File: src/rtl/imem_arbiter_pkg.sv
`default_nettype none
// ============================================================================
// Module  : imem_arbiter_pkg
// Brief   : Shared widths, FSM state and owner-tag encodings for the
//           instruction-memory arbiter.
// Rev     : 1.0  initial release
// ============================================================================
package imem_arbiter_pkg;

    localparam int IMEM_AW       = 8;   // matches the 8-bit PC
    localparam int IMEM_DW       = 8;   // matches INST
    localparam int IMEM_MAX_LOCK = 16;  // default locked-grant limit
    localparam int LOCK_CNT_W    = 5;   // starvation-guard counter width

    // Last owner of the memory port; LOCK means the loader holds a burst lock.
    typedef enum logic [1:0] {
        ST_IDLE = 2'd0,
        ST_CPU  = 2'd1,
        ST_LDR  = 2'd2,
        ST_LOCK = 2'd3
    } arb_state_t;

    // Which requester the read data returning next cycle belongs to.
    typedef enum logic [1:0] {
        TAG_NONE = 2'd0,
        TAG_CPU  = 2'd1,
        TAG_LDR  = 2'd2
    } owner_tag_t;

endpackage
`default_nettype wire

File: src/rtl/imem_arbiter_if.sv
`default_nettype none
// ============================================================================
// Module  : imem_arbiter_if
// Brief   : Fetch, loader and memory-side signals of the instruction-memory
//           arbiter. slave = arbiter side, master = requesters + memory side.
// Rev     : 1.0  initial release
// ============================================================================
interface imem_arbiter_if
    import imem_arbiter_pkg::*;
#(
    parameter int AW = IMEM_AW,
    parameter int DW = IMEM_DW
);
    // Fetch path
    logic          cpu_req;
    logic [AW-1:0] cpu_addr;
    logic          cpu_gnt;
    logic [DW-1:0] cpu_rdata;
    logic          cpu_rvalid;
    logic          cpu_stall;
    // Loader / debug port
    logic          ldr_req;
    logic          ldr_we;
    logic          ldr_lock;
    logic [AW-1:0] ldr_addr;
    logic [DW-1:0] ldr_wdata;
    logic          ldr_gnt;
    logic [DW-1:0] ldr_rdata;
    logic          ldr_rvalid;
    // Single-port synchronous memory
    logic          mem_en;
    logic          mem_we;
    logic [AW-1:0] mem_addr;
    logic [DW-1:0] mem_wdata;
    logic [DW-1:0] mem_rdata;

    modport slave (
        input  cpu_req, cpu_addr, ldr_req, ldr_we, ldr_lock, ldr_addr,
               ldr_wdata, mem_rdata,
        output cpu_gnt, cpu_rdata, cpu_rvalid, cpu_stall, ldr_gnt,
               ldr_rdata, ldr_rvalid, mem_en, mem_we, mem_addr, mem_wdata
    );

    modport master (
        output cpu_req, cpu_addr, ldr_req, ldr_we, ldr_lock, ldr_addr,
               ldr_wdata, mem_rdata,
        input  cpu_gnt, cpu_rdata, cpu_rvalid, cpu_stall, ldr_gnt,
               ldr_rdata, ldr_rvalid, mem_en, mem_we, mem_addr, mem_wdata
    );

endinterface
`default_nettype wire

File: src/rtl/imem_arbiter.sv
`default_nettype none
// ============================================================================
// Module  : imem_arbiter
// Brief   : Round-robin arbiter sharing a single-port 256x8 instruction
//           memory between CPU fetch and a loader/debug port, with loader
//           burst lock and one-cycle read return.
//           Build option IMEM_ARB_STARVE_GUARD_EN: forces a pending fetch
//           through after MAX_LOCK consecutive locked loader grants.
// Rev     : 1.0  initial release
// ============================================================================
module imem_arbiter
    import imem_arbiter_pkg::*;
#(
    parameter int AW       = IMEM_AW,
    parameter int DW       = IMEM_DW,
    parameter int MAX_LOCK = IMEM_MAX_LOCK
)(
    input  logic            CLK,
    input  logic            CLB,
    imem_arbiter_if.slave   bus
);

    arb_state_t    r_state;
    arb_state_t    w_state_nxt;
    owner_tag_t    r_tag;
    owner_tag_t    w_tag_nxt;
    logic          w_cpu_gnt;
    logic          w_ldr_gnt;
    logic          w_force_cpu;
    logic          w_cpu_rvalid;
    logic          w_ldr_rvalid;
    logic [AW-1:0] w_mem_addr;
    logic [DW-1:0] r_cpu_rdata;
    logic [DW-1:0] r_ldr_rdata;

`ifdef IMEM_ARB_STARVE_GUARD_EN
    localparam logic [LOCK_CNT_W-1:0] c_MAX_LOCK = LOCK_CNT_W'(MAX_LOCK);

    logic [LOCK_CNT_W-1:0] r_lock_cnt;
    logic [LOCK_CNT_W-1:0] w_lock_cnt_nxt;

    // A waiting fetch wins once the loader has held the lock long enough.
    assign w_force_cpu = (r_state == ST_LOCK) & bus.ldr_req & bus.cpu_req
                       & (r_lock_cnt >= c_MAX_LOCK);

    // Count locked loader grants made while a fetch is waiting.
    always_comb begin
        w_lock_cnt_nxt = r_lock_cnt;
        if (w_cpu_gnt || (w_state_nxt != ST_LOCK)) begin
            w_lock_cnt_nxt = '0;
        end else if (w_ldr_gnt && bus.ldr_lock && bus.cpu_req) begin
            w_lock_cnt_nxt = r_lock_cnt + 1'b1;
        end
    end

    // Lock counter register.
    always_ff @(posedge CLK) begin
        if (CLB) begin
            r_lock_cnt <= '0;
        end else begin
            r_lock_cnt <= w_lock_cnt_nxt;
        end
    end
`else
    logic w_unused_cfg;

    assign w_force_cpu  = 1'b0;
    assign w_unused_cfg = (MAX_LOCK != 0);
`endif

    // Grant decision: lock wins, otherwise round-robin against the last owner.
    always_comb begin
        w_cpu_gnt = 1'b0;
        w_ldr_gnt = 1'b0;
        if (!CLB) begin
            if ((r_state == ST_LOCK) && bus.ldr_req && !w_force_cpu) begin
                w_ldr_gnt = 1'b1;
            end else if (bus.cpu_req && bus.ldr_req) begin
                if (r_state == ST_CPU) begin
                    w_ldr_gnt = 1'b1;
                end else begin
                    w_cpu_gnt = 1'b1;
                end
            end else begin
                w_cpu_gnt = bus.cpu_req;
                w_ldr_gnt = bus.ldr_req;
            end
        end
    end

    // Next owner state and read-return tag follow this cycle's grant.
    always_comb begin
        w_state_nxt = ST_IDLE;
        w_tag_nxt   = TAG_NONE;
        if (w_cpu_gnt) begin
            w_state_nxt = ST_CPU;
            w_tag_nxt   = TAG_CPU;
        end else if (w_ldr_gnt) begin
            w_state_nxt = bus.ldr_lock ? ST_LOCK : ST_LDR;
            w_tag_nxt   = bus.ldr_we ? TAG_NONE : TAG_LDR;
        end
    end

    // Owner state and tag registers.
    always_ff @(posedge CLK) begin
        if (CLB) begin
            r_state <= ST_IDLE;
            r_tag   <= TAG_NONE;
        end else begin
            r_state <= w_state_nxt;
            r_tag   <= w_tag_nxt;
        end
    end

    // Capture returning read data so it holds after the valid pulse.
    always_ff @(posedge CLK) begin
        if (CLB) begin
            r_cpu_rdata <= '0;
            r_ldr_rdata <= '0;
        end else begin
            if (r_tag == TAG_CPU) begin
                r_cpu_rdata <= bus.mem_rdata;
            end
            if (r_tag == TAG_LDR) begin
                r_ldr_rdata <= bus.mem_rdata;
            end
        end
    end

    // Memory arrives one cycle after the strobe, so the valid cycle passes it
    // straight through; a reset in that cycle suppresses the return.
    assign w_cpu_rvalid   = (r_tag == TAG_CPU) & ~CLB;
    assign w_ldr_rvalid   = (r_tag == TAG_LDR) & ~CLB;
    assign w_mem_addr     = w_ldr_gnt ? bus.ldr_addr : bus.cpu_addr;

    assign bus.cpu_gnt    = w_cpu_gnt;
    assign bus.ldr_gnt    = w_ldr_gnt;
    assign bus.cpu_stall  = bus.cpu_req & ~w_cpu_gnt & ~CLB;
    assign bus.cpu_rvalid = w_cpu_rvalid;
    assign bus.ldr_rvalid = w_ldr_rvalid;
    assign bus.cpu_rdata  = w_cpu_rvalid ? bus.mem_rdata : r_cpu_rdata;
    assign bus.ldr_rdata  = w_ldr_rvalid ? bus.mem_rdata : r_ldr_rdata;
    assign bus.mem_en     = w_cpu_gnt | w_ldr_gnt;
    assign bus.mem_we     = w_ldr_gnt & bus.ldr_we;
    assign bus.mem_addr   = w_mem_addr;
    assign bus.mem_wdata  = bus.ldr_wdata;

endmodule
`default_nettype wire

File: src/flat_wrapper.sv
// flat-port wrapper written by rule: the top's interface ports become plain ports
module imem_arbiter_flat import imem_arbiter_pkg::*;
#(
    parameter int AW       = IMEM_AW,
    parameter int DW       = IMEM_DW,
    parameter int MAX_LOCK = IMEM_MAX_LOCK
)
  (CLK, CLB, bus_cpu_req, bus_cpu_addr, bus_ldr_req, bus_ldr_we, bus_ldr_lock, bus_ldr_addr, bus_ldr_wdata, bus_mem_rdata, bus_cpu_gnt, bus_cpu_rdata, bus_cpu_rvalid, bus_cpu_stall, bus_ldr_gnt, bus_ldr_rdata, bus_ldr_rvalid, bus_mem_en, bus_mem_we, bus_mem_addr, bus_mem_wdata);
  imem_arbiter_if #(.AW(AW), .DW(DW)) bus_i ();
  input  logic CLK;
  input  logic CLB;
  input wire logic [$bits(bus_i.cpu_req)-1:0] bus_cpu_req;
  input wire logic [$bits(bus_i.cpu_addr)-1:0] bus_cpu_addr;
  input wire logic [$bits(bus_i.ldr_req)-1:0] bus_ldr_req;
  input wire logic [$bits(bus_i.ldr_we)-1:0] bus_ldr_we;
  input wire logic [$bits(bus_i.ldr_lock)-1:0] bus_ldr_lock;
  input wire logic [$bits(bus_i.ldr_addr)-1:0] bus_ldr_addr;
  input wire logic [$bits(bus_i.ldr_wdata)-1:0] bus_ldr_wdata;
  input wire logic [$bits(bus_i.mem_rdata)-1:0] bus_mem_rdata;
  output wire logic [$bits(bus_i.cpu_gnt)-1:0] bus_cpu_gnt;
  output wire logic [$bits(bus_i.cpu_rdata)-1:0] bus_cpu_rdata;
  output wire logic [$bits(bus_i.cpu_rvalid)-1:0] bus_cpu_rvalid;
  output wire logic [$bits(bus_i.cpu_stall)-1:0] bus_cpu_stall;
  output wire logic [$bits(bus_i.ldr_gnt)-1:0] bus_ldr_gnt;
  output wire logic [$bits(bus_i.ldr_rdata)-1:0] bus_ldr_rdata;
  output wire logic [$bits(bus_i.ldr_rvalid)-1:0] bus_ldr_rvalid;
  output wire logic [$bits(bus_i.mem_en)-1:0] bus_mem_en;
  output wire logic [$bits(bus_i.mem_we)-1:0] bus_mem_we;
  output wire logic [$bits(bus_i.mem_addr)-1:0] bus_mem_addr;
  output wire logic [$bits(bus_i.mem_wdata)-1:0] bus_mem_wdata;
  assign bus_i.cpu_req = bus_cpu_req;
  assign bus_i.cpu_addr = bus_cpu_addr;
  assign bus_i.ldr_req = bus_ldr_req;
  assign bus_i.ldr_we = bus_ldr_we;
  assign bus_i.ldr_lock = bus_ldr_lock;
  assign bus_i.ldr_addr = bus_ldr_addr;
  assign bus_i.ldr_wdata = bus_ldr_wdata;
  assign bus_i.mem_rdata = bus_mem_rdata;
  assign bus_cpu_gnt = bus_i.cpu_gnt;
  assign bus_cpu_rdata = bus_i.cpu_rdata;
  assign bus_cpu_rvalid = bus_i.cpu_rvalid;
  assign bus_cpu_stall = bus_i.cpu_stall;
  assign bus_ldr_gnt = bus_i.ldr_gnt;
  assign bus_ldr_rdata = bus_i.ldr_rdata;
  assign bus_ldr_rvalid = bus_i.ldr_rvalid;
  assign bus_mem_en = bus_i.mem_en;
  assign bus_mem_we = bus_i.mem_we;
  assign bus_mem_addr = bus_i.mem_addr;
  assign bus_mem_wdata = bus_i.mem_wdata;
  imem_arbiter #(.AW(AW), .DW(DW), .MAX_LOCK(MAX_LOCK)) u_core (.CLK(CLK), .CLB(CLB), .bus(bus_i));
endmodule
File: config.mk
export PLATFORM = sky130hd
export DESIGN_NAME = imem_arbiter_flat
export DESIGN_NICKNAME = d
export VERILOG_FILES = /design/src/rtl/imem_arbiter_pkg.sv /design/src/rtl/imem_arbiter_if.sv /design/src/rtl/imem_arbiter.sv /design/src/flat_wrapper.sv
export SDC_FILE = /design/constraint.sdc
export NUM_CORES = 1
export LEC_CHECK = 0
export BUFFER_PORTS_ARGS = -buffer_cell sky130_fd_sc_hd__buf_2
export CELL_PAD_IN_SITES_DETAIL_PLACEMENT = 0
export CELL_PAD_IN_SITES_GLOBAL_PLACEMENT = 1
export CORE_AREA = 2 2 66 68
export CTS_CLUSTER_SIZE = 40
export DETAILED_ROUTE_END_ITERATION = 10
export DIE_AREA = 0 0 68 70
export PLACE_DENSITY = 0.76
export SKIP_LAST_GASP = 1
export SYNTH_ARGS = -nofsm -noshare
export SYNTH_HDL_FRONTEND = slang
export SYNTH_SLANG_ARGS = --single-unit
File: constraint.sdc
create_clock -name CLK -period 1.3 [get_ports CLK]
set_input_delay 0.065 -clock CLK [delete_from_list [all_inputs] [get_ports CLK]]
set_output_delay 0.065 -clock CLK [all_outputs]
set_load 0.005 [all_outputs]
### Word level (Yosys, flattened, before mapping)

Index checks and enable logic that the tools add are counted.

* order comparisons: 0
* add/subtract/negate cells: 0
* divide/modulo/power cells: 0
* bitwise operators: 9
* muxes and demuxes: 17
* equal/unequal tests: 4
* reductions and logical operators: 3
* shift operators: 0
* multipliers: 0

Operators with widths (number)
* two-way mux 8 bit: 3
* two-way mux 1 bit: 13
* bitwise AND 1 bit: 5
* == test 2 x 1 -> 1 bit, second input constant: 2
* == test 2 bit, second input constant: 2
* inverter 1 bit: 3
* OR reduction 3 bit: 1
* logical AND 1 bit: 2
* two-way mux 2 bit: 1
* OR 1 bit: 1

* output and inout port bits: 39
* flip-flop bits (word level): 20
* memory bits (writable): 0
* latch bits: 0
* memory bits (read-only): 0
* memories: 0

### Logic depth before layout (Yosys ltp)

* word-level depth: 8
* depth in mapped cells: 4
* gate-level depth less buffers: 3

### Worst setup path before layout

No wires, ideal clock.

* kind: register to output
* start: register u_core.r_tag[0]
* end: output bus_ldr_rdata[0]
* arrival: 1152 ps
* path slack: 83 ps
* cell stages (with the launch flop): 5
* path buffers: 1
* cell sequence: dfxtp_1 > nand2b_1 > buf_2 > nor2_4 > mux2_2

* cells in the longest elaborated chain, start to end: 3

Ends and longest elaborated chain
* start, declared: RTL line imem_arbiter.sv:25 `owner_tag_t r_tag;`
* start signal, assigned: RTL line imem_arbiter.sv:111 `r_tag <= w_tag_nxt;`
* == test 2 bit: RTL line imem_arbiter.sv:133 `assign w_ldr_rvalid = (r_tag == TAG_LDR) & ~CLB;`
* bitwise AND 1 bit: RTL line imem_arbiter.sv:133
* named net bus_ldr_rvalid: RTL line flat_wrapper.sv:26 `output wire logic [$bits(bus_i.ldr_rvalid)-1:0] bus_ldr_rvalid;`
* two-way mux 8 bit: RTL line imem_arbiter.sv:142 `assign bus.ldr_rdata = w_ldr_rvalid ? bus.mem_rdata : r_ldr_rdata;`
* end, declared: RTL line flat_wrapper.sv:25 `output wire logic [$bits(bus_i.ldr_rdata)-1:0] bus_ldr_rdata;`

The timed path passes the listed nets, and every way through them passes these cells.

### Worst setup path in the final report

* start: register u_core.r_tag[1]
* end: output bus_cpu_rdata[2]

* cells in the longest elaborated chain, start to end: 3

Ends and longest elaborated chain
* == test 2 x 1 -> 1 bit: RTL line imem_arbiter.sv:132 `assign w_cpu_rvalid = (r_tag == TAG_CPU) & ~CLB;`
* bitwise AND 1 bit: RTL line imem_arbiter.sv:132
* two-way mux 8 bit: RTL line imem_arbiter.sv:141 `assign bus.cpu_rdata = w_cpu_rvalid ? bus.mem_rdata : r_cpu_rdata;`
* end, declared: RTL line flat_wrapper.sv:21 `output wire logic [$bits(bus_i.cpu_rdata)-1:0] bus_cpu_rdata;`

Every way passes these cells.

==> impl_metrics.yaml <==
outcome:
  status: "complete, but fails checks"
  failed_checks: "negative setup slack"
route:
  firstDrtPassIters: 4
  postRouteAntennaNets: 0
  drc: 0
  vias: 1038
  vias_per_cell: 4.289
  drt_wl_total_um: 2635
  post_drt_wl_per_cell_um: 10.89
  drt_first_iter_violations: 26
global_routing:
  grt_max_degree: 12
  track_usage_pct: 11.67
  grt_first_pass_wirelength_um: 4381
  overflow: 0
  grt_pass1_vias: 992
  antenna_found_initial: 0
final_layout:
  drive_gt1_share_pct: 52.63
  final_cells: 242
  final_cell_area_mm2: 0.001620
  syn_to_final_growth_pct: 52.71
  fin_nets: 229
  diodes: 0
yosys:
  synth_flop_cell: "dfxtp_1"
  ys_seq_elements: 19
  syn_inst: 127
  synth_top_area_cell: "dfxtp_1"
  ys_warn_count: 0
  ys_types: 16
  netlist_area_mm2: 0.001061
  async_flop_share_pct: 0
  syn_area_per_cell_um2: 8.354
  syn_nets: 165
  synth_enable_flop_cells: 0
  ys_seq_area_share_pct: 35.85
  synth_area_leaders: "dfxtp_1, mux2_2, nand2_1"
  synth_top_area_share_pct: 35.85
critical_path:
  r2r-start: "u_core.r_tag[0]"
  r2r_slack_ns: 0.27
  cp-end-kind: "primary output"
  startpoint_type: "flip-flop"
  crit_required_ns: 1.24
  crit_type: "reg -> out"
  crit_slowest_cell: "dfxtp_2"
  crit_buf_inv: 2
  worst-path-max-fanout: 9
  critical_path_arrival_ns: 1.44
  path_cells: "nand2b_4 -> nor2_4 -> buf_12 -> mux2_2 -> buf_2"
  r2r-end: "u_core.r_cpu_rdata[7]"
  slowest_delay_ns: 0.35
  worst_path_dominant_cell_family: "flip-flops"
  reg2reg_depth: 5
timing:
  finalHoldViolCount: 0
  fin_worst_skew_ns: 0.001193
  rsz0062_at_grt: "true"
  setup_viol: 24
  period_share_pct: 115.5
  min_period_ns: 1.501
  finalMaxSlewViolations: 0
  worstMarginPinSlew_ns: 0.1883
  whs_ns: 0.05490
  fmax_ghz: 0.6662
  maxSlewHeadroom_pct: 87.45
  fin_ws_ns: -0.2011
place:
  dp.cells: 235
  place_hpwl_um: 2017
  place_area_mm2: 0.001443
  place_congestion: 0.7286
  pre_cts_ws_ns: -0.05292
  io_buffer_count: 60
clock_tree:
  h-tree-depth: 1
  clk_pin_slew_worst_paths_ns: 0.07
  cts_buffers: 3
  cts_sinks: 19
  clock_path_buffers: 2
  cts-root-buf: "clkbuf_8"
  clk_latency_ns: 0.25
  cts_tree: "yes"
power_and_ir_drop:
  sequentialPowerShare_pct: 46.8
  irDropWorstVdd_mv: 0.3186
  p_comb_share_pct: 22.5
  leakage_nw: 0.7591
  power_density_mw_per_mm2: 815.2
  switching_share_pct: 24.64
  p_sw_mw: 0.3255
  power.total_mw: 1.321
  p_int_mw: 0.9953
  p_clk_share_pct: 30.7
floorplan:
  coreArea_mm2: 0.004144
  dieArea_mm2: 0.004760
  io_pins: 77
  die_x_um: 68
  fp.dieH_um: 70
  rows: 24
  start_util_pct: 25.60
hold_path:
  min_path_cells: 2
  hold_end: "u_core.r_tag[0]"
  min-delay-start: "bus_ldr_req"
  hp-class: "in -> reg"
job:
  maxCapViolCount: 0
## state kept, by name, indices dropped and copies added (netlist names)
register,flops
u_core.r_cpu_rdata,8
u_core.r_ldr_rdata,8
u_core.r_tag,2
u_core.r_state,1
## how the worst max path moves through the flow
stage | from | slack (ns) | cells past startpoint | to
CTS | u_core.r_tag[1] | -0.21 | 5 | bus_cpu_rdata[2]
detailed placement | u_core.r_tag[0] | -0.05 | 4 | bus_ldr_rdata[5]
finish | u_core.r_tag[1] | -0.20 | 5 | bus_cpu_rdata[2]
floorplan | u_core.r_tag[0] | 0.08 | 4 | bus_ldr_rdata[0]
global placement | u_core.r_tag[0] | -0.01 | 4 | bus_ldr_rdata[7]
global route | u_core.r_tag[1] | -0.26 | 5 | bus_cpu_rdata[2]
## power groups by stage
stage          sequential (mW)  clock [mW]  combinational [mW]
5_1_grt                  0.621       0.431               0.329
3_3_place_gp             0.630           0               0.272
6_report                 0.618       0.406               0.297
2_1_floorplan            0.627           0               0.143
3_5_place_dp             0.630           0               0.274
4_1_cts                  0.619       0.420               0.300
## cell usage in the layout, fill, tap and decap left out, types with 2 or more instances in the layout
| cell type | n |
|---|---|
| a21oi_1 | 18 |
| buf_12 | 2 |
| buf_2 | 52 |
| buf_4 | 9 |
| buf_6 | 10 |
| clkbuf_8 | 3 |
| dfxtp_1 | 17 |
| inv_1 | 2 |
| mux2_1 | 6 |
| mux2_2 | 10 |
| mux2_4 | 8 |
| nand2_1 | 33 |
| nand2b_1 | 2 |
| nand2b_4 | 2 |
| nor2_1 | 6 |
| nor2_4 | 2 |
| nor2b_1 | 2 |
## per-layer routing
| metal | part of all wire [%] | vias to the layer above | GRT usage [%] |
|---|---|---|---|
| met1 | 45 | 470 | 14.14 |
| met2 | 50 | 27 | 20.28 |
| met3 | 4.7 | 2 | 2.899 |
| met5 | 0 | - | 0 |
| li1 | - | 539 | - |
| met4 | 0.68 | 0 | 2.667 |
## synthesized netlist by cell type, types with 4 or more instances
cell	count
nand2_1	33
dfxtp_1	19
a21oi_1	18
mux2_2	17
buf_4	8
mux2_1	7
nor2_1	6
buf_2	4
nand2b_1	4
## through the flow
step                      util (%)  TNS [ns]
final                        39.10    -4.466
after global routing         39.10    -5.784
after CTS                    38.89    -4.852
after detailed placement     34.81   -0.3035
after global placement       34.81  -0.07621
after floorplan                  -         0
## cell type report
cell class	count	area, µm²
inverters	2	7.507
well taps	52	65.06
multi-input cells	91	626.9
clock buffers	4	45.04
flip-flops and latches	19	385.4
fillers	451	2524
repair buffers	74	490.5
## kinds of logic after synthesis
group	count (synthesis)	synth area share [%]
AOI/OAI and AO/OA	19	9.199
muxes	24	25.47
buffers and inverters	17	9.317
DFF	19	35.85
and+or+nand+nor	48	20.16
## worst reg2reg max path, cell delays in order, from the launching register on
cell	delay, ns
dfxtp_4	0.37
buf_4	0.10
nor2b_1	0.16
buf_4	0.16
nand2_1	0.05
a21oi_1	0.12
## repair_timing
item                       4_1_cts  5_1_grt
pin swaps                        1        1
setup endpoints to repair       25       24
hold buffers                     1        0
gates resized for setup         21        2
hold endpoints to repair         1        0
buffers inserted                 2        0
Note: power is estimated with default switching activity, not from simulation.
